**config.mk**
```make
export PLATFORM = sky130hd
export DESIGN_NAME = dma_csr_flat
export DESIGN_NICKNAME = d
export VERILOG_FILES = /design/src/rtl/dma_csr_if.sv /design/src/rtl/dma_csr.sv /design/src/flat_wrapper.sv
export SDC_FILE = /design/constraint.sdc
export NUM_CORES = 1
export LEC_CHECK = 0
export ABC_AREA = 1
export BUFFER_PORTS_ARGS = -buffer_cell sky130_fd_sc_hd__buf_2
export CORE_MARGIN = 8
export CORE_UTILIZATION = 54
export CTS_CLUSTER_DIAMETER = 120
export DETAILED_ROUTE_END_ITERATION = 8
export GPL_ROUTABILITY_DRIVEN = 0
export PLACE_DENSITY = 0.8
export RECOVER_POWER = 50
export SLEW_MARGIN = 20
export SYNTH_ARGS = -nofsm -noshare
export SYNTH_HDL_FRONTEND = slang
export SYNTH_SLANG_ARGS = --single-unit
```
**constraint.sdc**
```tcl
create_clock -name clk -period 1.9 [get_ports clk]
set_input_delay 0.19 -clock clk [delete_from_list [all_inputs] [get_ports clk]]
set_output_delay 0.19 -clock clk [all_outputs]
set_load 0.05 [all_outputs]
```
**src/rtl/dma_csr_if.sv**
```systemverilog
// AXI4-Lite slave bus bundle for the dma_csr register block.
// The master drives address/data/ready-for-response; the slave answers.
interface dma_csr_if #(
    parameter int ADDR_W = 5
) ();
    logic [ADDR_W-1:0] S_AWADDR;
    logic              S_AWVALID;
    logic              S_AWREADY;
    logic [31:0]       S_WDATA;
    logic [3:0]        S_WSTRB;
    logic              S_WVALID;
    logic              S_WREADY;
    logic [1:0]        S_BRESP;
    logic              S_BVALID;
    logic              S_BREADY;
    logic [ADDR_W-1:0] S_ARADDR;
    logic              S_ARVALID;
    logic              S_ARREADY;
    logic [31:0]       S_RDATA;
    logic [1:0]        S_RRESP;
    logic              S_RVALID;
    logic              S_RREADY;

    modport master (
        output S_AWADDR, S_AWVALID, S_WDATA, S_WSTRB, S_WVALID,
        output S_BREADY, S_ARADDR, S_ARVALID, S_RREADY,
        input  S_AWREADY, S_WREADY, S_BRESP, S_BVALID,
        input  S_ARREADY, S_RDATA, S_RRESP, S_RVALID
    );

    modport slave (
        input  S_AWADDR, S_AWVALID, S_WDATA, S_WSTRB, S_WVALID,
        input  S_BREADY, S_ARADDR, S_ARVALID, S_RREADY,
        output S_AWREADY, S_WREADY, S_BRESP, S_BVALID,
        output S_ARREADY, S_RDATA, S_RRESP, S_RVALID
    );
endinterface

```
**src/rtl/dma_csr.sv**
```systemverilog
// AXI4-Lite control/status registers in front of the dma engine:
// holds SRC/DST/LEN, fires trigger on START, tracks BUSY and sticky DONE.
module dma_csr (
    input  logic        clk,
    input  logic        rst,
    dma_csr_if.slave    s,
    output logic        trigger,
    output logic [4:0]  length,
    output logic [31:0] source_address,
    output logic [31:0] destination_address,
    input  logic        done,
    output logic        irq
);
    typedef enum logic {W_IDLE, W_RESP} wstate_t;
    typedef enum logic {R_IDLE, R_DATA} rstate_t;

    localparam logic [1:0] OKAY   = 2'b00;
    localparam logic [1:0] SLVERR = 2'b10;

    wstate_t     wstate;
    rstate_t     rstate;
    logic        aw_held, w_held;
    logic [2:0]  aw_idx_q;
    logic [31:0] wdata_q;
    logic [3:0]  wstrb_q;
    logic        busy, done_q, irq_en;
    logic        bvalid, rvalid;
    logic [1:0]  bresp, rresp;
    logic [31:0] rdata;

    logic        aw_fire, w_fire, wr_go;
    logic [2:0]  wr_idx;
    logic [31:0] wr_data;
    logic [3:0]  wr_strb;
    logic        wr_err, start_ok;
    logic [31:0] rd_data;
    logic        rd_err;
    logic        unused_addr_lo;

    assign unused_addr_lo = ^{s.S_AWADDR[1:0], s.S_ARADDR[1:0]};

    assign s.S_AWREADY = (wstate == W_IDLE) && !aw_held;
    assign s.S_WREADY  = (wstate == W_IDLE) && !w_held;
    assign s.S_ARREADY = (rstate == R_IDLE);
    assign s.S_BVALID  = bvalid;
    assign s.S_BRESP   = bresp;
    assign s.S_RVALID  = rvalid;
    assign s.S_RDATA   = rdata;
    assign s.S_RRESP   = rresp;
    assign irq         = done_q & irq_en;

    assign aw_fire = s.S_AWVALID && s.S_AWREADY;
    assign w_fire  = s.S_WVALID && s.S_WREADY;
    assign wr_idx  = aw_held ? aw_idx_q : s.S_AWADDR[4:2];
    assign wr_data = w_held ? wdata_q : s.S_WDATA;
    assign wr_strb = w_held ? wstrb_q : s.S_WSTRB;
    assign wr_go   = (wstate == W_IDLE) &&
                     (aw_held || aw_fire) && (w_held || w_fire);

    function automatic logic [31:0] merge(
        input logic [31:0] old,
        input logic [31:0] d,
        input logic [3:0]  st
    );
        merge = old;
        for (int i = 0; i < 4; i++)
            if (st[i]) merge[8*i +: 8] = d[8*i +: 8];
    endfunction

    // Transfer parameters are frozen while the engine is running.
    always_comb begin
        wr_err   = 1'b0;
        start_ok = 1'b0;
        case (wr_idx)
            3'd0: begin
                start_ok = wr_data[0] && !busy && (length != 5'd0);
                wr_err   = wr_data[0] && !start_ok;
            end
            3'd1:                 wr_err = 1'b0;
            3'd2, 3'd3, 3'd4:     wr_err = busy;
            default:              wr_err = 1'b1;
        endcase
    end

    always_comb begin
        rd_data = '0;
        rd_err  = 1'b0;
        case (s.S_ARADDR[4:2])
            3'd0:    rd_data = {30'd0, irq_en, 1'b0};
            3'd1:    rd_data = {30'd0, done_q, busy};
            3'd2:    rd_data = source_address;
            3'd3:    rd_data = destination_address;
            3'd4:    rd_data = {27'd0, length};
            default: rd_err  = 1'b1;
        endcase
    end

    always_ff @(posedge clk or negedge rst) begin
        if (!rst) begin
            wstate              <= W_IDLE;
            aw_held             <= 1'b0;
            w_held              <= 1'b0;
            aw_idx_q            <= '0;
            wdata_q             <= '0;
            wstrb_q             <= '0;
            bvalid              <= 1'b0;
            bresp               <= OKAY;
            trigger             <= 1'b0;
            busy                <= 1'b0;
            done_q              <= 1'b0;
            irq_en              <= 1'b0;
            length              <= '0;
            source_address      <= '0;
            destination_address <= '0;
        end else begin
            trigger <= 1'b0;
            if (aw_fire) begin
                aw_held  <= 1'b1;
                aw_idx_q <= s.S_AWADDR[4:2];
            end
            if (w_fire) begin
                w_held  <= 1'b1;
                wdata_q <= s.S_WDATA;
                wstrb_q <= s.S_WSTRB;
            end
            unique case (wstate)
                W_IDLE: if (wr_go) begin
                    wstate <= W_RESP;
                    bvalid <= 1'b1;
                    bresp  <= wr_err ? SLVERR : OKAY;
                    if (!wr_err) begin
                        case (wr_idx)
                            3'd2: source_address <=
                                merge(source_address, wr_data, wr_strb);
                            3'd3: destination_address <=
                                merge(destination_address, wr_data, wr_strb);
                            3'd4: if (wr_strb[0]) length <= wr_data[4:0];
                            default: ;
                        endcase
                    end
                    if (wr_idx == 3'd0) begin
                        irq_en <= wr_data[1];
                        if (start_ok) begin
                            trigger <= 1'b1;
                            busy    <= 1'b1;
                        end
                    end
                    if (wr_idx == 3'd1 && wr_data[1]) done_q <= 1'b0;
                end
                W_RESP: if (s.S_BREADY) begin
                    wstate  <= W_IDLE;
                    bvalid  <= 1'b0;
                    bresp   <= OKAY;
                    aw_held <= 1'b0;
                    w_held  <= 1'b0;
                end
            endcase
            // A completion beats a simultaneous W1C of DONE.
            if (done && busy) begin
                busy   <= 1'b0;
                done_q <= 1'b1;
            end
        end
    end

    always_ff @(posedge clk or negedge rst) begin
        if (!rst) begin
            rstate <= R_IDLE;
            rvalid <= 1'b0;
            rdata  <= '0;
            rresp  <= OKAY;
        end else begin
            unique case (rstate)
                R_IDLE: if (s.S_ARVALID) begin
                    rstate <= R_DATA;
                    rvalid <= 1'b1;
                    rdata  <= rd_data;
                    rresp  <= rd_err ? SLVERR : OKAY;
                end
                R_DATA: if (s.S_RREADY) begin
                    rstate <= R_IDLE;
                    rvalid <= 1'b0;
                end
            endcase
        end
    end
endmodule

```
**src/flat_wrapper.sv**
```systemverilog
// flat-port wrapper written by rule: the top's interface ports become plain ports
module dma_csr_flat 
  (clk, rst, trigger, length, source_address, destination_address, done, irq, s_S_AWADDR, s_S_AWVALID, s_S_WDATA, s_S_WSTRB, s_S_WVALID, s_S_BREADY, s_S_ARADDR, s_S_ARVALID, s_S_RREADY, s_S_AWREADY, s_S_WREADY, s_S_BRESP, s_S_BVALID, s_S_ARREADY, s_S_RDATA, s_S_RRESP, s_S_RVALID);
  dma_csr_if #(.ADDR_W(5)) s_i ();
  input  logic clk;
  input  logic rst;
  output logic trigger;
  output logic [4:0] length;
  output logic [31:0] source_address;
  output logic [31:0] destination_address;
  input  logic done;
  output logic irq;
  input wire logic [$bits(s_i.S_AWADDR)-1:0] s_S_AWADDR;
  input wire logic [$bits(s_i.S_AWVALID)-1:0] s_S_AWVALID;
  input wire logic [$bits(s_i.S_WDATA)-1:0] s_S_WDATA;
  input wire logic [$bits(s_i.S_WSTRB)-1:0] s_S_WSTRB;
  input wire logic [$bits(s_i.S_WVALID)-1:0] s_S_WVALID;
  input wire logic [$bits(s_i.S_BREADY)-1:0] s_S_BREADY;
  input wire logic [$bits(s_i.S_ARADDR)-1:0] s_S_ARADDR;
  input wire logic [$bits(s_i.S_ARVALID)-1:0] s_S_ARVALID;
  input wire logic [$bits(s_i.S_RREADY)-1:0] s_S_RREADY;
  output wire logic [$bits(s_i.S_AWREADY)-1:0] s_S_AWREADY;
  output wire logic [$bits(s_i.S_WREADY)-1:0] s_S_WREADY;
  output wire logic [$bits(s_i.S_BRESP)-1:0] s_S_BRESP;
  output wire logic [$bits(s_i.S_BVALID)-1:0] s_S_BVALID;
  output wire logic [$bits(s_i.S_ARREADY)-1:0] s_S_ARREADY;
  output wire logic [$bits(s_i.S_RDATA)-1:0] s_S_RDATA;
  output wire logic [$bits(s_i.S_RRESP)-1:0] s_S_RRESP;
  output wire logic [$bits(s_i.S_RVALID)-1:0] s_S_RVALID;
  assign s_i.S_AWADDR = s_S_AWADDR;
  assign s_i.S_AWVALID = s_S_AWVALID;
  assign s_i.S_WDATA = s_S_WDATA;
  assign s_i.S_WSTRB = s_S_WSTRB;
  assign s_i.S_WVALID = s_S_WVALID;
  assign s_i.S_BREADY = s_S_BREADY;
  assign s_i.S_ARADDR = s_S_ARADDR;
  assign s_i.S_ARVALID = s_S_ARVALID;
  assign s_i.S_RREADY = s_S_RREADY;
  assign s_S_AWREADY = s_i.S_AWREADY;
  assign s_S_WREADY = s_i.S_WREADY;
  assign s_S_BRESP = s_i.S_BRESP;
  assign s_S_BVALID = s_i.S_BVALID;
  assign s_S_ARREADY = s_i.S_ARREADY;
  assign s_S_RDATA = s_i.S_RDATA;
  assign s_S_RRESP = s_i.S_RRESP;
  assign s_S_RVALID = s_i.S_RVALID;
  dma_csr u_core (.clk(clk), .rst(rst), .s(s_i), .trigger(trigger), .length(length), .source_address(source_address), .destination_address(destination_address), .done(done), .irq(irq));
endmodule
```
Yosys cells after proc, flatten, opt, wreduce, memory -nomap -nowiden

Cells that the tools add are included.

Output and inout port bits: 112
Input bits: 54
Word-level logic and storage cells: 125
Register bits: 154

Bitwise gates (word level): 4
Reduce and logical (&&, ||, !) cells: 41
Mux-type cells: 42
Eq/ne operators: 13

Operators with widths:

| operator           | number |
|---|---|
| $pmux 32 s5        | 1 |
| $reduce_and 5->1   | 9 |
| $mux 32            | 1 |
| $mux 1             | 28 |
| $eq 3x2->1 const B | 4 |
| $logic_and 1x1->1  | 11 |
| $mux 2             | 4 |
| $ne 2x2->1 const B | 4 |
| $pmux 1 s2         | 4 |
| $reduce_bool 2->1  | 4 |
| $eq 3x1->1 const B | 2 |
| $eq 3x3->1 const B | 2 |
| $logic_not 3->1    | 2 |
| $reduce_and 2->1   | 3 |
| $reduce_and 3->1   | 2 |
| $reduce_bool 5->1  | 1 |
| $reduce_or 5->1    | 1 |
| $logic_not 1->1    | 4 |
| $mux 4             | 1 |
| $pmux 2 s2         | 1 |
| $reduce_and 4->1   | 1 |
| $mux 3             | 1 |
| $not 1->1          | 3 |
| $pmux 1 s3         | 1 |
| other kinds (4)    | 5 |

Logic depth before layout (Yosys ltp)

Gate-level depths: netlist (run 1).

Depth after elaboration: 9
Mapped depth: 12

Worst setup path after synthesis (run 1)

Ideal clock, no wire load.

Path type: reg-to-reg
From: reg u_core.w_held
To: reg u_core.wstrb_q[2]
Period minus slack after synthesis: 2140 ps
Stages on the path, launching flop included: 7
Library setup time: 130 ps
Setup slack: -240 ps
Data arrival time: 2010 ps
Path through: dfrtp_1 > buf_2 > nor2_1 > nand2_1 > clkbuf_1 > nor2_1 > a21oi_1

Cells in the longest elaborated chain, start to end: 3

Ends and longest elaborated chain:

| item                     | line               | text |
|---|---|---|
| start: declaration       | dma_csr.sv:22      | `logic aw_held, w_held;` |
| start signal: assignment | dma_csr.sv:102     | `w_held <= 1'b0;` |
| start signal: assignment | dma_csr.sv:122     | `w_held <= 1'b1;` |
| start signal: assignment | dma_csr.sv:155     | `w_held <= 1'b0;` |
| $logic_not 1->1          | dma_csr.sv:43      | `assign s.S_WREADY = (wstate == W_IDLE) && !w_held;` |
| $logic_and 1x1->1        | dma_csr.sv:43      |  |
| named net s_S_WREADY     | flat_wrapper.sv:23 | `output wire logic [$bits(s_i.S_WREADY)-1:0] s_S_WREADY;` |
| $logic_and 1x1->1        | dma_csr.sv:53      | `assign w_fire = s.S_WVALID && s.S_WREADY;` |
| end signal: assignment   | dma_csr.sv:124     | `wstrb_q <= s.S_WSTRB;` |
| end: declaration         | dma_csr.sv:25      | `logic [3:0] wstrb_q;` |

The timed path passes the listed nets, and every way through them passes these cells.
A chain may end at the register's enable or synchronous reset.

Worst setup path in the final report (run 1)

From: reg u_core.w_held
To: out s_S_WREADY

Cells in the longest elaborated chain, start to end: 2

Ends and longest elaborated chain:

| item              | line |
|---|---|
| $logic_not 1->1   | dma_csr.sv:43 |
| $logic_and 1x1->1 | dma_csr.sv:43 |
| end: declaration  | flat_wrapper.sv:23 |

Every way passes these cells.

==> results.toml, run 1 <==
[outcome]
status = "finished, final reports clean"

[floorplanning]
fp.dieArea_um2 = 17000
row_count = 42
die_height_um = 130
die_width_um = 130
coreArea_um2 = 13000
io_pins = 166
start_util = 0.543

[synthesis]
yosysMostFrequentCell = "nand2_1"
synth_fa_ha_area_frac = 0
synth_top_family_by_area = "simple AND/OR/NAND/NOR gates"
ys_ff_latch = 152
ys_types = 33
synth_compound_gate_area_share = 0.112
netlist_top_cells_area = "dfrtp_1, nand2_1, o21ai_0, nand4_1, a22oi_1"
seq_area_frac_synth = 0.537
muxShareOfSynthArea = 0.00159
synth_edf_count = 0
synth_xor_area_frac = 0
postSynthCellCount = 822
ys.flop_type = "dfrtp_1"
yosys.area.top_type = "dfrtp_1"
synth-simple-area-share = 0.282
syn_avg_cell_area_um2 = 8.61
synth_area_um2 = 7080
yosysWarnings = 0
async_flop_share = 1.00
synth_top_area_frac = 0.537
synthTopCellsByCount = "nand2_1, dfrtp_1, o21ai_0"

[routing]
num_vias = 6732
drt_pre_antenna_iters = 5
drcViolationCount = 0
wirelength_um = 20700
first_iter_violations = 670
avgViaCountPerCell = 5.61
post_drt_wl_per_cell_um = 17.2
drtAntennaViolNets = 0

[worst_setup_path]
crit_path_max_incr_delay_ns = 0.44
r2r_end = "u_core.destination_address[17]"
crit_type = "register to output port"
cp-end-kind = "output port"
path_cells = "buf_8 > buf_12 > nor2_2 > buf_2"
crit_fanout = 37
r2r_cells = 9
r2r_start = "u_core.aw_held"
start_kind = "register"
critPathBufInv = 3
rrSetupSlack_ns = 0.08
crit_family = "buffers and inverters"
slowest_stage = "dfrtp_2"
crit_required_ns = 1.71
arrival_ns = 1.64

[sta]
slew-limit-headroom = 0.197
tightest_slew_ns = 1.20
skew_ns = 0.00570
setup_violations = 0
drv_slew = 0
setup_tns_ns = 0
setup_slack_ns = 0.0676
fmax_mhz = 546
fin_crit_sh = 0.964
hold_violations = 0
finalCriticalPeriod_ns = 1.83

[clock_network]
clk_latency_ns = 0.42
clockRootBuffer = "clkbuf_16"
clk_path_buf_depth = 2
clkSlewWorstSetupHoldPaths_ns = 0.06
numCtsBuffers = 17
cts.sinks = 152
htree_levels = 4
tritoncts = "yes"

[finish]
multi_input_area_um2 = 2980
finalNetCount = 1068
area_growth_pct = 27.7
seq_area_um2 = 3810
fin_util = 0.694
drive_above_1_share = 0.273
n_fill_cell = 1022
diodes = 0

[power_and_ir_drop]
cellPowerDensity_nw_per_um2 = 1730
ir_drop_uv = 1090
p_leak_nw = 4.88
power_mw = 15.6

[job]
maxCapViolCount = 0

[placed_design]
portBuffers = 159
place_hpwl_um = 14000
post-place-ws_ns = -0.468

[global_route]
grt_overflow = 0
first_global_vias = 6019
grt_util_all_layers = 0.239
antenna_found_initial = 3
grt_start_max_net_pins = 65
grt_pass1_wl_um = 31500

[min_path]
hp-start = "s_S_BREADY"
hold_end = "u_core.aw_held"
hp-class = "primary input to register"
hold_path_depth = 2
-- layer usage --
metal	up-vias	track usage	wire length, um	share of wire
met5	-	0	34	0.0016
met4	6	0.0966	678	0.033
met3	52	0.0584	2110	0.10
met2	359	0.358	9500	0.46
met1	3168	0.327	8400	0.41
li1	3147	-	-	-
-- cell usage in the layout (no fill, tap or decap), types with 8 or more instances in the layout --
master / synthesis / routed
nand4_1: 74 / 74
nor2_1: 13 / 12
buf_12: 0 / 8
inv_1: 57 / 56
a22oi_1: 29 / 29
clkbuf_16: 0 / 17
o21ai_0: 97 / 97
buf_2: 1 / 159
nand3_4: 0 / 8
nand2_1: 297 / 294
dfrtp_1: 152 / 150
nor2_4: 2 / 9
nor3_4: 8 / 8
buf_4: 3 / 34
-- state kept, by name, indices dropped and copies added (netlist names), 3 cells and up --
name                        flops
u_core.wdata_q                 32
u_core.source_address          32
u_core.wstrb_q                  4
u_core.aw_idx_q                 3
u_core.destination_address     32
u_core.s.S_RDATA               32
u_core.length                   5
-- logic make-up (layout without fill, tap and decap cells) --
kind of cell / count (synthesis) / after routing
AOI/OAI and AO/OA: 142 / 142
buffers and inverters: 104 / 299
DFF: 152 / 152
muxes: 1 / 1
other: 1 / 2
and+or+nand+nor: 422 / 429
-- through the flow --
step | cells | cell area, um^2 | hold WS (ns)
2_1_floorplan | 823 | 7080 | -0.106
3_3_place_gp | 1152 | 8230 | 0.149
3_5_place_dp | 1152 | 8230 | 0.153
4_1_cts | 1190 | 8850 | 0.00658
5_1_grt | 1201 | 9040 | 0.00963
6_report | 1201 | 9040 | 0.0152
-- worst max path at each step --
stage / to / slack (ns) / startpoint / cells past startpoint
6_report: s_S_WREADY / 0.07 / u_core.w_held / 4
5_1_grt: u_core.destination_address[24] / -0.03 / u_core.aw_held / 9
4_1_cts: u_core.source_address[5] / -0.001 / u_core.aw_held / 9
3_5_place_dp: u_core.destination_address[15] / -0.47 / u_core.aw_held / 10
3_3_place_gp: u_core.source_address[1] / -0.36 / u_core.aw_held / 10
2_1_floorplan: u_core.wstrb_q[2] / 0.06 / u_core.w_held / 6
-- repair_timing --
action                                 CTS  global route
resized for setup                        6            17
endpoints found under the hold margin   45             0
pin swaps                                3             9
setup endpoints to repair               71            71
gates cloned                             4             3
buffers inserted                         1             8
hold buffers                             3             0
-- layout make-up --
class,instances,area share
well taps,176,0.0244
inverters,59,0.0248
clock buffers,26,0.0541
flip-flops and latches,152,0.421
repair buffers,210,0.143
clock inverters,4,0.00221
multi-input cells,574,0.330
-- power breakdown --
part / internal [mW] / switching [mW] / leakage, nW
registers: 4.18 / 0.695 / 2.01
clock network: 1.75 / 1.21 / 0.254
logic: 2.20 / 5.61 / 2.62
Note: power is estimated with default switching activity, not from simulation.
==> run 2, diff against run 1 <==
--- a/config.mk
+++ b/config.mk
@@ -6,7 +6,7 @@
 export NUM_CORES = 1
 export LEC_CHECK = 0
 export ABC_AREA = 1
-export BUFFER_PORTS_ARGS = -buffer_cell sky130_fd_sc_hd__buf_2
+export BUFFER_PORTS_ARGS = -buffer_cell sky130_fd_sc_hd__clkbuf_2
 export CORE_MARGIN = 8
 export CORE_UTILIZATION = 54
 export CTS_CLUSTER_DIAMETER = 120
==> run 2 against run 1 <==
Die area stayed put. Core utilization decreased by 0.096 points. Power increased by 2.8%. Hold slack worse by 0.0057 ns. Clock-buffer cell count shrank 7. Maximum frequency is essentially flat. Global-route usage down 0.19 points. Sequential power is 0.8% higher. Sequential cell count unchanged. Critical path depth up 7.
==> results.toml, run 2 (synthesis gave the netlist of run 1 again) <==
[power_and_ir_drop]
p_leak_nw = 4.75
cellPowerDensity_nw_per_um2 = 1780
ir_drop_uv = 1120

[clock_network]
numCtsBuffers = 17
clk_latency_ns = 0.43
clockRootBuffer = "clkbuf_16"
clk_path_buf_depth = 2
cts.sinks = 152
clkSlewWorstSetupHoldPaths_ns = 0.06
htree_levels = 4
tritoncts = "yes"

[global_route]
first_global_vias = 5991
grt_pass1_wl_um = 31100
grt_start_max_net_pins = 65
grt_util_all_layers = 0.237
antenna_found_initial = 0
grt_overflow = 0

[finish]
diodes = 0
area_growth_pct = 27.5
final_common_cell = "nand2_1"
finalNonFillerCells = 1184
n_fill_cell = 1015
drive_above_1_share = 0.248
multi_input_area_um2 = 2910
finalNetCount = 1049
final_area_um2 = 9030
seq_area_um2 = 3810
mostFrequentLayoutCells = "nand2_1, dfrtp_1, clkbuf_2"

[floorplanning]
start_util = 0.543
row_count = 42
die_width_um = 130
die_height_um = 130
coreArea_um2 = 13000
fp.dieArea_um2 = 17000
io_pins = 166

[routing]
post_drt_wl_per_cell_um = 17.5
first_iter_violations = 543
drcViolationCount = 0
wirelength_um = 20700
drt_pre_antenna_iters = 5
num_vias = 6612
avgViaCountPerCell = 5.58
drtAntennaViolNets = 0

[worst_setup_path]
cp-startpoint = "u_core.aw_held"
crit_type = "register to register"
r2r_start = "u_core.aw_held"
crit_required_ns = 2.21
crit_fanout = 10
arrival_ns = 2.14
cp-end-kind = "register"
start_kind = "register"

[placed_design]
place_area_um2 = 8150
portBuffers = 159
place_hpwl_um = 13700
placed_cells = 1139

[sta]
setup_violations = 0
fin_crit_sh = 0.965
skew_ns = 0.00787
drv_slew = 0
slew-limit-headroom = 0.392
fmax_mhz = 545
finalCriticalPeriod_ns = 1.83
hold_violations = 0
tightest_slew_ns = 0.912

[job]
maxCapViolCount = 0

[min_path]
hp-start = "s_S_WDATA[22]"
hp-class = "primary input to register"

[outcome]
status = "finished, final reports clean"
==> run 2: final timing paths <==
kind	end	slack (ns)	depth (start not counted)
worst max-delay path	u_core.source_address[9]	0.07	11
worst min-delay path	u_core.wdata_q[22]	0.009	3
worst max register to register	u_core.source_address[9]	0.07	11
worst min register to register	u_core.s.S_RVALID	0.46	1
max in group asynchronous	u_core.destination_address[19]	0.37	3
min in group asynchronous	u_core.wstrb_q[0]	0.29	2
==> run 2: through the flow <==
| step | util | hold WS [ns] | power (mW) | setup WS [ns] | TNS (ns) |
|---|---|---|---|---|---|
| after detailed placement | 0.625 | 0.188 | 11.3 | 0.0349 | 0 |
| after CTS | 0.680 | 0.00146 | 15.2 | 0.00867 | 0 |
| after global routing | 0.693 | 0.0108 | 16.8 | -0.0255 | -0.138 |
| after floorplan | - | -0.106 | 9.83 | 0.0639 | 0 |
| final | 0.693 | 0.00950 | 16.1 | 0.0662 | 0 |
| after global placement | 0.625 | 0.189 | 11.2 | 0.108 | 0 |
==> run 2: area by class of cell <==
class	count	share of cell area
clock buffer	19	0.0502
clock inverter	13	0.0248
inverter	59	0.0248
multi-input combinational	567	0.322
sequential	152	0.422
tap	176	0.0244
timing repair buffer	198	0.132
==> run 2: per-layer routing <==
metal | vias up | track usage | wire length [um]
met1 | 3143 | 0.323 | 8660
met5 | - | 0 | 0
met4 | 0 | 0.112 | 771
met3 | 50 | 0.0544 | 1690
li1 | 3107 | - | -
met2 | 312 | 0.352 | 9540
==> run 2: power breakdown <==
group          internal, mW  total (mW)  switching (mW)
Clock                  2.52        3.84            1.32
Sequential             4.18        4.91           0.734
Combinational          2.01        7.33            5.32
==> run 2: critical path: stages, from the launching register on <==
cell,delay (ns)
dfrtp_2,0.43
buf_4,0.15
nand2_1,0.09
nand2_4,0.08
nor2_4,0.13
nand2_1,0.09
nor2_4,0.17
nor2_8,0.07
buf_4,0.16
clkbuf_16,0.16
nand4_1,0.09
nand2_1,0.09
==> run 2: repair_timing <==
action                                  4_1_cts  5_1_grt
gates resized for setup                       1       17
hold endpoints to repair                     55        0
setup buffers                                 0        7
pin swaps                                     0        5
hold buffers                                  3        0
gates cloned                                  0        3
endpoints found under the setup margin        1       69
==> run 3, diff against run 2 <==
--- a/config.mk
+++ b/config.mk
@@ -12,6 +12,7 @@
 export CTS_CLUSTER_DIAMETER = 120
 export DETAILED_ROUTE_END_ITERATION = 8
 export GPL_ROUTABILITY_DRIVEN = 0
+export MAX_ROUTING_LAYER = met4
 export PLACE_DENSITY = 0.8
 export RECOVER_POWER = 50
 export SLEW_MARGIN = 20
==> run 3 against run 2 <==
Maximum frequency shrank 1.3%. Critical endpoint is now u_core.source_address[29]. Critical path type unchanged. Sequential power is essentially flat. Final area is the same. Clock power is essentially flat. Worst setup slack lost 0.025 ns. Hold slack gained 0.00076 ns. Sequential share of layout area is the same. Clock-buffer cell count is the same. First-iteration DRC count grew 11%. Non-clock buffer count is the same. Sequential cell count is the same.
==> results.toml, run 3 (synthesis gave the netlist of run 1 again) <==
[floorplanning]
row_count = 42
die_height_um = 130
die_width_um = 130
io_pins = 166
fp.dieArea_um2 = 17000
coreArea_um2 = 13000
start_util = 0.543

[finish]
drive_above_1_share = 0.248
diodes = 0
mostFrequentLayoutCells = "nand2_1, dfrtp_1, clkbuf_2"
finalNetCount = 1049
final_common_cell = "nand2_1"
area_growth_pct = 27.5

[clock_network]
clockRootBuffer = "clkbuf_16"
tritoncts = "yes"
numCtsBuffers = 17
clkSlewWorstSetupHoldPaths_ns = 0.06
clk_path_buf_depth = 2
clk_latency_ns = 0.43
htree_levels = 4
cts.sinks = 152

[global_route]
grt_pass1_wl_um = 31100
met2_usage = 0.351
first_global_vias = 5989
grt_overflow = 0
grt_util_all_layers = 0.244
grt_start_max_net_pins = 65
use_met1 = 0.329
grt_use_met3 = 0.0532
antenna_found_initial = 0
busiest_layer = "met2"

[worst_setup_path]
crit_fanout = 18
crit_top_cell = "nand2_1"
arrival_ns = 2.16
path_cells = "buf_4 > nand2_1 > nand2_4 > nor2_4 > nand2_1 > nor2_4 > nor2_8 > buf_4 > clkbuf_16 > nand4_1 > nand2_1"
critPathBufInv = 3
cp-end-kind = "register"
crit_family = "simple AND/OR/NAND/NOR gates"
slowest_stage = "dfrtp_2"
start_kind = "register"
crit_path_max_incr_delay_ns = 0.44
crit_type = "register to register"
crit_required_ns = 2.20

[power_and_ir_drop]
ir_drop_uv = 1110
p_leak_nw = 4.75
cellPowerDensity_nw_per_um2 = 1780

[sta]
drv_slew = 0
slew-limit-headroom = 0.389
hold_violations = 0
hold_ws_ns = 0.0103
setup_violations = 0
skew_ns = 0.00655
fin_crit_sh = 0.978
setup_tns_ns = 0
finalCriticalPeriod_ns = 1.86
tightest_slew_ns = 0.917
fmax_mhz = 538

[routing]
num_vias = 6624
drt_pre_antenna_iters = 6
first_iter_violations = 603
post_drt_wl_per_cell_um = 17.5
drtAntennaViolNets = 0
avgViaCountPerCell = 5.59
drcViolationCount = 0
wirelength_um = 20800

[placed_design]
portBuffers = 159
place_hpwl_um = 13700

[min_path]
hp-class = "primary input to register"

[outcome]
status = "finished, final reports clean"

[job]
maxCapViolCount = 0
run 3: cell counts in the layout (fill, tap and decap cells not counted):
Identical to the previous run, type by type.
run 3: repair_timing:
action	4_1_cts	5_1_grt
pin swaps	0	5
resized for setup	1	17
hold buffers	3	0
gates cloned	0	3
buffers inserted	0	7
endpoints found under the setup margin	1	69
hold endpoints to repair	55	0
run 3: per-layer routing:
layer	vias up	share of wire
li1	3102	-
met1	3165	0.42
met2	310	0.46
met3	47	0.083
met4	0	0.032
met5	-	0
run 3: final cells by class:
type | count | area (um^2)
fillers | 1015 | 4010
flip-flops and latches | 152 | 3810
multi-input cells | 567 | 2910
repair buffers | 198 | 1190
clock buffers | 19 | 453
clock inverters | 13 | 224
inverters | 59 | 224
well taps | 176 | 220
run 3: report_power, final:
group | internal [mW] | total (mW) | leakage [nW] | switching, mW
Clock | 2.52 | 3.84 | 0.329 | 1.32
Sequential | 4.18 | 4.92 | 2.01 | 0.737
Combinational | 2.01 | 7.33 | 2.41 | 5.33
Total | 8.71 | 16.1 | 4.75 | 7.38
run 3: through the flow:
step | cell area [um^2] | utilization | cells | setup WS (ns) | total power [mW]
finish | 9030 | 0.693 | 1184 | 0.0416 | 16.1
global route | 9030 | 0.693 | 1184 | -0.0252 | 16.8
CTS | 8860 | 0.680 | 1174 | 0.00867 | 15.2
detailed placement | 8150 | 0.625 | 1139 | 0.0349 | 11.3
global placement | 8150 | 0.625 | 1139 | 0.108 | 11.2
floorplan | 7080 | - | 823 | 0.0639 | 9.83
run 3: worst paths after layout:
path / to / depth (start not counted) / start / slack (ns)
min in group asynchronous: u_core.wdata_q[0] / 2 / rst / 0.28
setup / recovery: u_core.source_address[29] / 11 / u_core.aw_held / 0.04
setup reg to reg: u_core.source_address[29] / 11 / u_core.aw_held / 0.04
hold reg to reg: u_core.s.S_RVALID / 1 / u_core.rstate / 0.46
max in group asynchronous: u_core.destination_address[19] / 3 / rst / 0.37
hold / removal: u_core.wdata_q[22] / 3 / s_S_WDATA[22] / 0.01
run 3: worst register-to-register path: stages (launching register included):
cell	delay (ns)
dfrtp_2	0.44
buf_4	0.16
nand2_1	0.09
nand2_4	0.08
nor2_4	0.13
nand2_1	0.09
nor2_4	0.17
nor2_8	0.07
buf_4	0.15
clkbuf_16	0.18
nand4_1	0.09
nand2_1	0.09
